### src/rtl/auth_sequencer_pkg.sv
// Shared request codes, verdict fail codes and one-hot FSM encodings for the
// authentication sequencer and its timers.
package auth_sequencer_pkg;

  localparam logic [1:0] REQ_NONE        = 2'd0;
  localparam logic [1:0] REQ_CHALLENGE   = 2'd1;
  localparam logic [1:0] REQ_DIGESTS     = 2'd2;
  localparam logic [1:0] REQ_CERTIFICATE = 2'd3;

  localparam logic [2:0] FAIL_NONE        = 3'd0;
  localparam logic [2:0] FAIL_DIGEST_TMO  = 3'd1;
  localparam logic [2:0] FAIL_CERT_TMO    = 3'd2;
  localparam logic [2:0] FAIL_CHAL_TMO    = 3'd3;
  localparam logic [2:0] FAIL_CERT_FAILED = 3'd4;
  localparam logic [2:0] FAIL_ABORT       = 3'd5;
  localparam logic [2:0] FAIL_HS_TMO      = 3'd6;

  localparam int SIZE_OF_STATES_SEQ = 7;

  typedef enum logic [SIZE_OF_STATES_SEQ-1:0] {
    S_IDLE      = 7'b000_0001,
    S_ISSUE     = 7'b000_0010,
    S_WAIT_SENT = 7'b000_0100,
    S_RELEASE   = 7'b000_1000,
    S_WAIT_RESP = 7'b001_0000,
    S_PASS      = 7'b010_0000,
    S_FAIL      = 7'b100_0000
  } state_e;

  function automatic logic [1:0] next_step(input logic [1:0] step);
    case (step)
      REQ_DIGESTS:     next_step = REQ_CERTIFICATE;
      REQ_CERTIFICATE: next_step = REQ_CHALLENGE;
      default:         next_step = REQ_NONE;
    endcase
  endfunction

  function automatic logic [2:0] timeout_code(input logic [1:0] step);
    case (step)
      REQ_DIGESTS:     timeout_code = FAIL_DIGEST_TMO;
      REQ_CERTIFICATE: timeout_code = FAIL_CERT_TMO;
      default:         timeout_code = FAIL_CHAL_TMO;
    endcase
  endfunction

endpackage

### src/rtl/auth_timer.sv
// Loadable down-counter; expired_o flags the enabled cycle in which the count
// runs out, so a load of N gives exactly N enabled cycles.
module auth_timer #(
  parameter int TMR_W = 32
) (
  input  logic             clk,
  input  logic             reset,
  input  logic             load_i,
  input  logic [TMR_W-1:0] load_val_i,
  input  logic             en_i,
  output logic             expired_o
);

  logic [TMR_W-1:0] cnt_d;
  logic [TMR_W-1:0] cnt_q;

  // next count: load wins over decrement, count saturates at zero
  always_comb begin
    cnt_d = cnt_q;
    if (load_i) begin
      cnt_d = load_val_i;
    end else if (en_i && (cnt_q != {TMR_W{1'b0}})) begin
      cnt_d = cnt_q - {{(TMR_W-1){1'b0}}, 1'b1};
    end else begin
      cnt_d = cnt_q;
    end
  end

  // count register
  always_ff @(posedge clk or negedge reset) begin
    if (!reset) begin
      cnt_q <= {TMR_W{1'b0}};
    end else begin
      cnt_q <= cnt_d;
    end
  end

  assign expired_o = en_i && (cnt_q <= {{(TMR_W-1){1'b0}}, 1'b1});

endmodule

### src/rtl/auth_sequencer.sv
// Walks the initiator through DIGESTS -> CERTIFICATE -> CHALLENGE with
// per-step retries and reports one pass/fail verdict with a fail code.
module auth_sequencer
  import auth_sequencer_pkg::*;
#(
  parameter int MAX_RETRIES = 2,
  parameter int HS_TIMEOUT  = 64,
  parameter int TMR_W       = 32
) (
  input  logic             clk,
  input  logic             reset,
  input  logic             start,
  input  logic [1:0]       slot_sel,
  input  logic             abort,
  input  logic             init_ack_out,
  input  logic [TMR_W-1:0] current_timeout,
  input  logic             resp_valid,
  input  logic             cert_done,
  input  logic             cert_failed,
  output logic             init_req,
  output logic [1:0]       type_of_request,
  output logic [1:0]       slot,
  output logic             init_ack_in,
  output logic             error_busy,
  output logic             busy,
  output logic             auth_pass,
  output logic             auth_fail,
  output logic [2:0]       fail_code,
  output logic [2:0]       retry_count
);

  localparam logic [2:0]       MAX_R   = 3'(MAX_RETRIES);
  localparam logic [TMR_W-1:0] HS_LOAD = TMR_W'(HS_TIMEOUT);

  state_e     state_d, state_q;
  logic [1:0] step_d, step_q;
  logic [1:0] slot_d, slot_q;
  logic [2:0] retry_d, retry_q;
  logic [2:0] code_d, code_q;
  logic       pass_d, pass_q;
  logic       fail_d, fail_q;
  logic       req_d, req_q;
  logic [1:0] type_d, type_q;
  logic       ack_in_d, ack_in_q;
  logic       err_d, err_q;
  logic       busy_d, busy_q;

  logic             active_s;
  logic             resp_hit_s;
  logic             hs_expired_s;
  logic             rsp_expired_s;
  logic [TMR_W-1:0] rsp_load_val_s;

  // a zero timeout from the initiator still gets one cycle to answer
  assign rsp_load_val_s = (current_timeout == {TMR_W{1'b0}}) ?
                          {{(TMR_W-1){1'b0}}, 1'b1} : current_timeout;

  auth_timer #(.TMR_W(TMR_W)) u_hs_timer (
    .clk        (clk),
    .reset      (reset),
    .load_i     (state_q == S_ISSUE),
    .load_val_i (HS_LOAD),
    .en_i       (state_q == S_WAIT_SENT),
    .expired_o  (hs_expired_s)
  );

  auth_timer #(.TMR_W(TMR_W)) u_rsp_timer (
    .clk        (clk),
    .reset      (reset),
    .load_i     (state_q == S_RELEASE),
    .load_val_i (rsp_load_val_s),
    .en_i       (state_q == S_WAIT_RESP),
    .expired_o  (rsp_expired_s)
  );

  // next state, step bookkeeping and next values of every registered output
  always_comb begin
    state_d    = state_q;
    step_d     = step_q;
    slot_d     = slot_q;
    retry_d    = retry_q;
    code_d     = code_q;
    pass_d     = pass_q;
    fail_d     = fail_q;
    active_s   = (state_q == S_ISSUE) || (state_q == S_WAIT_SENT) ||
                 (state_q == S_RELEASE) || (state_q == S_WAIT_RESP);
    resp_hit_s = (step_q == REQ_CERTIFICATE) ? cert_done : resp_valid;

    case (state_q)
      S_IDLE: begin
        if (start) begin
          state_d = S_ISSUE;
          step_d  = REQ_DIGESTS;
          slot_d  = slot_sel;
          retry_d = 3'd0;
          code_d  = FAIL_NONE;
          pass_d  = 1'b0;
          fail_d  = 1'b0;
        end else begin
          state_d = S_IDLE;
        end
      end
      S_ISSUE: state_d = S_WAIT_SENT;
      S_WAIT_SENT: begin
        if (init_ack_out) begin
          state_d = S_RELEASE;
        end else if (hs_expired_s) begin
          state_d = S_FAIL;
          code_d  = FAIL_HS_TMO;
        end else begin
          state_d = S_WAIT_SENT;
        end
      end
      S_RELEASE: state_d = S_WAIT_RESP;
      S_WAIT_RESP: begin
        if (resp_hit_s) begin
          if (step_q == REQ_CHALLENGE) begin
            state_d = S_PASS;
          end else begin
            state_d = S_ISSUE;
            step_d  = next_step(step_q);
            retry_d = 3'd0;
          end
        end else if (rsp_expired_s) begin
          if (retry_q < MAX_R) begin
            state_d = S_ISSUE;
            retry_d = retry_q + 3'd1;
          end else begin
            state_d = S_FAIL;
            code_d  = timeout_code(step_q);
          end
        end else begin
          state_d = S_WAIT_RESP;
        end
      end
      S_PASS:  state_d = S_IDLE;
      S_FAIL:  state_d = S_IDLE;
      default: state_d = S_IDLE;
    endcase

    if (active_s && abort) begin
      state_d = S_FAIL;
      code_d  = FAIL_ABORT;
    end else if (active_s && cert_failed) begin
      state_d = S_FAIL;
      code_d  = FAIL_CERT_FAILED;
    end else begin
      code_d = code_d;
    end

    if (state_d == S_PASS) begin
      pass_d = 1'b1;
    end else if (state_d == S_FAIL) begin
      fail_d = 1'b1;
    end else begin
      pass_d = pass_d;
    end

    req_d    = (state_d == S_ISSUE);
    ack_in_d = (state_d == S_RELEASE);
    err_d    = (state_d == S_FAIL);
    busy_d   = (state_d == S_ISSUE) || (state_d == S_WAIT_SENT) ||
               (state_d == S_RELEASE) || (state_d == S_WAIT_RESP);
    type_d   = busy_d ? step_d : REQ_NONE;
  end

  // FSM and output registers
  always_ff @(posedge clk or negedge reset) begin
    if (!reset) begin
      state_q  <= S_IDLE;
      step_q   <= REQ_NONE;
      slot_q   <= 2'd0;
      retry_q  <= 3'd0;
      code_q   <= FAIL_NONE;
      pass_q   <= 1'b0;
      fail_q   <= 1'b0;
      req_q    <= 1'b0;
      type_q   <= REQ_NONE;
      ack_in_q <= 1'b0;
      err_q    <= 1'b0;
      busy_q   <= 1'b0;
    end else begin
      state_q  <= state_d;
      step_q   <= step_d;
      slot_q   <= slot_d;
      retry_q  <= retry_d;
      code_q   <= code_d;
      pass_q   <= pass_d;
      fail_q   <= fail_d;
      req_q    <= req_d;
      type_q   <= type_d;
      ack_in_q <= ack_in_d;
      err_q    <= err_d;
      busy_q   <= busy_d;
    end
  end

  assign init_req        = req_q;
  assign type_of_request = type_q;
  assign slot            = slot_q;
  assign init_ack_in     = ack_in_q;
  assign error_busy      = err_q;
  assign busy            = busy_q;
  assign auth_pass       = pass_q;
  assign auth_fail       = fail_q;
  assign fail_code       = code_q;
  assign retry_count     = retry_q;

endmodule

### config.mk
export PLATFORM = sky130hd
export DESIGN_NAME = auth_sequencer
export DESIGN_NICKNAME = d
export VERILOG_FILES = /design/src/rtl/auth_sequencer_pkg.sv /design/src/rtl/auth_timer.sv /design/src/rtl/auth_sequencer.sv
export SDC_FILE = /design/constraint.sdc
export NUM_CORES = 1
export LEC_CHECK = 0
export ABC_CLOCK_PERIOD_IN_PS = 5000
export CORE_MARGIN = 8
export CORE_UTILIZATION = 50
export CTS_CLUSTER_SIZE = 16
export DETAILED_ROUTE_END_ITERATION = 7
export PLACE_DENSITY = 0.82
export SLEW_MARGIN = 20
export SYNTH_ARGS = -nofsm -noshare
export SYNTH_HDL_FRONTEND = slang
export SYNTH_SLANG_ARGS = --single-unit
### constraint.sdc
create_clock -name clk -period 5 [get_ports clk]
set_input_delay 1.5 -clock clk [delete_from_list [all_inputs] [get_ports clk]]
set_output_delay 1.5 -clock clk [all_outputs]
set_load 0.01 [all_outputs]
==> results of run 1 <==
## critical path: cells and delay by family (launching register included)
kind	cells	cell delay, ns
AO/OA/AOI/OAI	3	1.25
buffers and inverters	1	0.33
AND/OR/NAND/NOR	3	1.31
flip-flops	1	0.43
## synthesized netlist by cell type (2+ instances only)
cell type / instances / area share [%]
o211ai_1: 4 / 0.61
buf_2: 2 / 0.20
and3_1: 2 / 0.25
nand3b_1: 3 / 0.46
nor4_4: 3 / 1.3
and2_1: 5 / 0.63
o21a_1: 4 / 0.61
inv_1: 11 / 0.83
a31oi_1: 4 / 0.51
nor4b_2: 2 / 0.61
nand3_1: 22 / 2.2
or3_1: 10 / 1.3
and4b_1: 2 / 0.40
nand4_1: 8 / 1.0
xor2_1: 13 / 2.3
o31ai_1: 4 / 0.61
a221oi_1: 2 / 0.35
nand2_1: 65 / 4.9
nor2_1: 58 / 4.4
nor3_1: 25 / 2.5
mux2i_1: 10 / 2.0
xnor2_1: 24 / 4.2
nor4_1: 29 / 3.7
dfrtp_1: 88 / 45
or4_1: 3 / 0.46
clkbuf_1: 19 / 1.4
o22a_1: 2 / 0.35
o21ai_0: 28 / 2.8
nand4b_1: 3 / 0.53
mux2_2: 3 / 0.68
or2_2: 6 / 0.76
o2bb2a_1: 3 / 0.61
a211oi_1: 2 / 0.30
o41ai_1: 3 / 0.53
a21oi_1: 20 / 2.0
a41oi_1: 2 / 0.35
a21o_1: 4 / 0.61
o21bai_1: 2 / 0.30
ha_1: 5 / 1.3
nor4b_1: 3 / 0.53
or4_4: 2 / 0.46
## power by group through the flow
stage / sequential (mW) / clock, mW / combinational, mW
2_1_floorplan: 1.04 / 0 / 0.586
5_1_grt: 1.09 / 0.606 / 0.914
3_3_place_gp: 1.06 / 0 / 0.786
3_5_place_dp: 1.07 / 0 / 0.812
4_1_cts: 1.06 / 0.569 / 0.821
6_report: 1.07 / 0.559 / 0.820
## per-stage QoR
stage	std cells	hold WS (ns)	area (µm²)	util, %
2_1_floorplan	534	0.449	4950	-
3_3_place_gp	705	0.463	5630	58.1
3_5_place_dp	705	0.467	5630	58.1
4_1_cts	721	0.490	5850	60.4
5_1_grt	721	0.520	5860	60.5
6_report	721	0.487	5860	60.5
## logic make-up after synthesis
kind of cell | after synthesis
multiplexers | 13
AND/OR/NAND/NOR | 261
XOR/XNOR | 37
flip-flops | 89
AO/OA/AOI/OAI | 96
adder cells (fa/ha/maj) | 5
buffers and inverters | 33
## layer usage
| layer | global-route usage, % | share of wire [%] |
|---|---|---|
| met4 | 4.12 | 0.66 |
| met2 | 33.4 | 49 |
| met3 | 4.43 | 6.5 |
| met1 | 24.1 | 44 |
| met5 | 0 | 0 |
## sequential cells by signal (all words and copies together), names as in the netlist
name and cells:
u_hs_timer.cnt_q 32, u_rsp_timer.cnt_q 32, state_q 7, fail_code 3
retry_count 3, slot 2, step_q 2, type_of_request 2
auth_fail 1, auth_pass 1, busy 1, error_busy 1
init_ack_in 1, init_req 1
## how the worst min path moves through the flow
stage,from,end,slack [ns],cells after the start
after global placement,auth_fail,auth_fail,0.46,1
after CTS,u_hs_timer.cnt_q[24],u_hs_timer.cnt_q[24],0.49,1
final,u_hs_timer.cnt_q[24],u_hs_timer.cnt_q[24],0.49,1
after global routing,u_hs_timer.cnt_q[24],u_hs_timer.cnt_q[24],0.52,1
after detailed placement,slot[1],slot[1],0.47,2
after floorplan,u_hs_timer.cnt_q[24],u_hs_timer.cnt_q[24],0.45,1
## layout make-up
class / instances / area [µm²] / area share (%)
clock buffers: 10 / 128 / 2.18
clock inverters: 6 / 96.3 / 1.65
inverters: 11 / 41.3 / 0.705
multi-input cells: 412 / 2610 / 44.5
flip-flops and latches: 89 / 2230 / 38.1
well taps: 133 / 166 / 2.84
repair buffers: 60 / 591 / 10.1
## placed cells by master, fill, tap and decap left out, drive strengths merged, types with 5 or more instances in the layout
cell	count
a21oi	20
o21ai	29
nor4	33
and2	6
dfrtp	88
inv	14
nand2	66
or4	5
nand3	22
xor2	13
nor3	26
nor2	58
xnor2	24
nand4	9
nor4b	6
ha	5
or3	11
clkbuf	10
or2	6
mux2i	10
clkdlybuf4s50	56
==> impl_metrics.ini, run 1 <==
[status]
status = finished clean

[global_routing]
grt_overflow = 0
grtUsageTotal_pct = 19.4
grt_max_degree = 66
grt_pass1_vias = 4304
grt_antenna_before_repair = 0
grt_pass1_wl_mm = 20.8

[routing]
wl_mm = 12.5
drtAntennaViolNets = 0
drt-initial-drc-count = 330
drtPass1Iterations = 5
drc = 0
vias_per_cell = 5.92
dr_total_vias = 4270
routedWlPerCell_um = 17.3

[clocking]
postCtsSetupRepairBufs = 0
clock_sinks = 89
cts_hold_buf = 0
htreeDepth = 3
cts-root-buf = clkbuf_8
clkLatencyLatePin_ns = 0.36
cts_tree = built
cts_resized = 0
path_clk_slew_ns = 0.10
numCtsBuffers = 9
clk_path_buf_depth = 2

[power_and_ir_drop]
seq_power_share_pct = 43.7
p_comb_share_pct = 33.5
internal_power_mw = 1.52
clock_power_share_pct = 22.8
switching_share_pct = 37.9
power_mw = 2.45
power.net_switching_uw = 927
max-vdd-ir-drop_uv = 231
powerDensity_mw_per_mm2 = 418
p_leak_nw = 2.25

[place]
portBuffers = 57
place_ws_ns = 1.23
gp_congestion = 0.876
place_hpwl_mm = 8.81

[sta]
tns_ns = 0
period_needed_ns = 3.45
rsz0062_at_grt = no
max_freq_ghz = 0.290
finalHoldViolCount = 0
drv_slew = 0
skew_ns = 0.00992
finalWorstSetupSlack_ns = 1.55
tightest_slew_ns = 1.05
fin_crit_sh_pct = 69.0
slew_headroom_pct = 29.1
setup_viol = 0

[critical_path]
critPathLaunchType = flip-flop
regToRegSetupSlack_ns = 1.55
worstReg2RegEnd = u_rsp_timer.cnt_q[17]
cp.required_ns = 5.24
reg2reg_depth = 7
path_class = reg -> reg
max_stage_delay_ns = 0.89
crit_path_end_kind = flip-flop
endpoint = u_rsp_timer.cnt_q[17]
crit_fanout = 12
cp_cell_sequence = nor4_1, nand3_1, o41ai_2, buf_4, and2_1, a21oi_1, o2bb2a_1
worstReg2RegStart = u_rsp_timer.cnt_q[11]
worst_ep_arrival_time_ns = 3.69
crit_start = u_rsp_timer.cnt_q[11]
cp_slowest_cell = o41ai_2

[logic_synthesis]
synthCells = 534
syn_area_mm2 = 0.00495
synth_edf_count = 0
synthAdderAreaFrac_pct = 1.26
synth_compound_area_share_pct = 13.2
synthArstFlopShare_pct = 100
synth-xor-area-share_pct = 6.55
ys_seq_area_share_pct = 45.1
synth_top_family_by_area = simple AND/OR/NAND/NOR gates
synth_nets = 581
synth_flop_cell = dfrtp_1
syn_avg_cell_area_um2 = 9.26
yosys.cell_types.count = 65
synth.mux.area_fraction_pct = 2.71
synth_warnings = 0
ys_ff_latch = 89
synth-simple-area-share_pct = 28.7

[floorplan]
die_h_um = 115
die_area_mm2 = 0.0133
rows = 36
ios = 58
die_w_um = 115
start_util_pct = 51.1
core_mm2 = 0.00968

[cells_and_area]
antenna_cells = 0
fin_nets = 630
areaGrowthSynthToFinish_pct = 18.4
drive_gt1_share_pct = 7.99
num-fill-cells = 816

[flow_run]
drv_cap = 0

[worst_hold_path]
hp-class = reg -> reg
Note: power is estimated with default switching activity, not from simulation.
==> run 2, diff against run 1 <==
ABC_CLOCK_PERIOD_IN_PS = 3600   (was 5000)
clock period = 3.6 ns   (was 5 ns; I/O delays follow)
==> run 2 against run 1 <==
Effect of this change: combinational power is 40% higher; clock skew is 0.00069 ns lower; first-iteration DRC count is 2.1% higher; hold slack hardly changed; die area stayed put; flip-flop and latch count stayed put; sequential share of layout area is 0.23 points lower; setup slack worse by 1.0 ns; clock-buffer cell count stayed put; via count is 1.1% higher; final area is 0.60% higher; critical path type unchanged; largest power group unchanged; highest routed layer unchanged.
==> impl_metrics.ini, run 2 (same netlist as run 1, synthesis figures left out) <==
[clocking]
clkLatencyLatePin_ns = 0.37
clk_path_buf_depth = 2
clock_sinks = 89
cts-root-buf = clkbuf_8
cts_tree = built
htreeDepth = 3
path_clk_slew_ns = 0.09
numCtsBuffers = 9
cts_resized = 0
cts_hold_buf = 0
postCtsSetupRepairBufs = 0

[sta]
period_needed_ns = 3.10
tightest_slew_ns = 1.02
tns_ns = 0
slew_headroom_pct = 31.2
whs_ns = 0.486
drv_slew = 0
finalHoldViolCount = 0
rsz0062_at_grt = no
setup_viol = 0
max_freq_ghz = 0.323
fin_crit_sh_pct = 86.0
skew_ns = 0.00923

[global_routing]
grt_max_degree = 47
grt_overflow = 0
grtUsageTotal_pct = 19.3
grt_pass1_wl_mm = 20.9
grt_antenna_before_repair = 0
grt_pass1_vias = 4293

[floorplan]
die_h_um = 115
core_mm2 = 0.00968
ios = 58
die_w_um = 115
start_util_pct = 51.1
die_area_mm2 = 0.0133
rows = 36

[status]
status = finished clean

[critical_path]
cp.required_ns = 3.86
crit_path_end_kind = flip-flop
reg2reg_depth = 7
critPathLaunchType = flip-flop
worst_ep_arrival_time_ns = 3.35
path_class = reg -> reg
worstReg2RegStart = u_rsp_timer.cnt_q[11]
worstReg2RegEnd = u_rsp_timer.cnt_q[24]
endpoint = u_rsp_timer.cnt_q[24]
regToRegSetupSlack_ns = 0.50
crit_fanout = 16
crit_start = u_rsp_timer.cnt_q[11]

[place]
portBuffers = 57
place_hpwl_mm = 9.15
dp_cells = 712
gp_congestion = 0.911

[routing]
drt-initial-drc-count = 337
wl_mm = 12.2
drtPass1Iterations = 5
vias_per_cell = 5.93
routedWlPerCell_um = 16.8
dr_total_vias = 4316
drtAntennaViolNets = 0
drc = 0

[cells_and_area]
fin_nets = 637
final_cell_mix = dfrtp_1 (88), nand2_1 (65), nor2_1 (58)
instances_no_fill = 728
postLayoutCoreUtil_pct = 60.8
num-fill-cells = 793
top_regs = u_hs_timer.cnt_q: 32 flops, u_rsp_timer.cnt_q: 32 flops, state_q: 7 flops
antenna_cells = 0
final_common_cell = dfrtp_1
areaGrowthSynthToFinish_pct = 19.1
multi_input_area_mm2 = 0.00260
drive_gt1_share_pct = 9.08
ff_latch_area_mm2 = 0.00223

[power_and_ir_drop]
power_mw = 3.37
max-vdd-ir-drop_uv = 291
powerDensity_mw_per_mm2 = 572
p_leak_nw = 2.28

[worst_hold_path]
hp-class = reg -> reg

[flow_run]
drv_cap = 0
## run 2: stage by stage
stage,cell area (µm²),setup slack (ns)
after detailed placement,5680,0.395
after global routing,5890,0.313
after global placement,5680,0.508
after floorplan,4950,1.02
after CTS,5890,0.537
final,5890,0.505
## run 2: power by group
part           total (mW)  internal [mW]  switching (mW)
Sequential           1.48           1.22           0.257
Combinational        1.15          0.506           0.649
Clock               0.735          0.349           0.385
## run 2: how the worst min path moves through the flow
| stage | startpoint | end | slack (ns) | depth (start not counted) |
|---|---|---|---|---|
| 2_1_floorplan | u_hs_timer.cnt_q[24] | u_hs_timer.cnt_q[24] | 0.45 | 1 |
| 3_3_place_gp | auth_pass | auth_pass | 0.46 | 1 |
| 3_5_place_dp | auth_pass | auth_pass | 0.47 | 1 |
| 4_1_cts | auth_pass | auth_pass | 0.49 | 1 |
| 5_1_grt | auth_pass | auth_pass | 0.52 | 1 |
| 6_report | auth_pass | auth_pass | 0.49 | 1 |
## run 2: area by class of cell
type	instances	share of cell area [%]
multi-input cells	412	44.1
clock inverters	6	1.27
clock buffers	10	2.34
repair buffers	67	10.9
well taps	133	2.82
flip-flops and latches	89	37.8
inverters	11	0.701
## run 2: critical path, cell delays in order (launching register included)
cell	delay, ns
dfrtp_1	0.43
nor4_1	0.54
nand3_1	0.36
o41ai_2	0.57
buf_4	0.32
and2_1	0.39
a21oi_1	0.07
o2bb2a_1	0.31
## run 2: metal layers
layer  up-vias  routed length, µm  GRT usage, %  share of wire, %
met1      2092               5490          24.9                45
met2       149               5850          31.5                48
met3        17                703          4.01               5.7
li1       2058                  -             -                 -
met5         -                  0             0                 0
met4         0                206          6.30               1.7
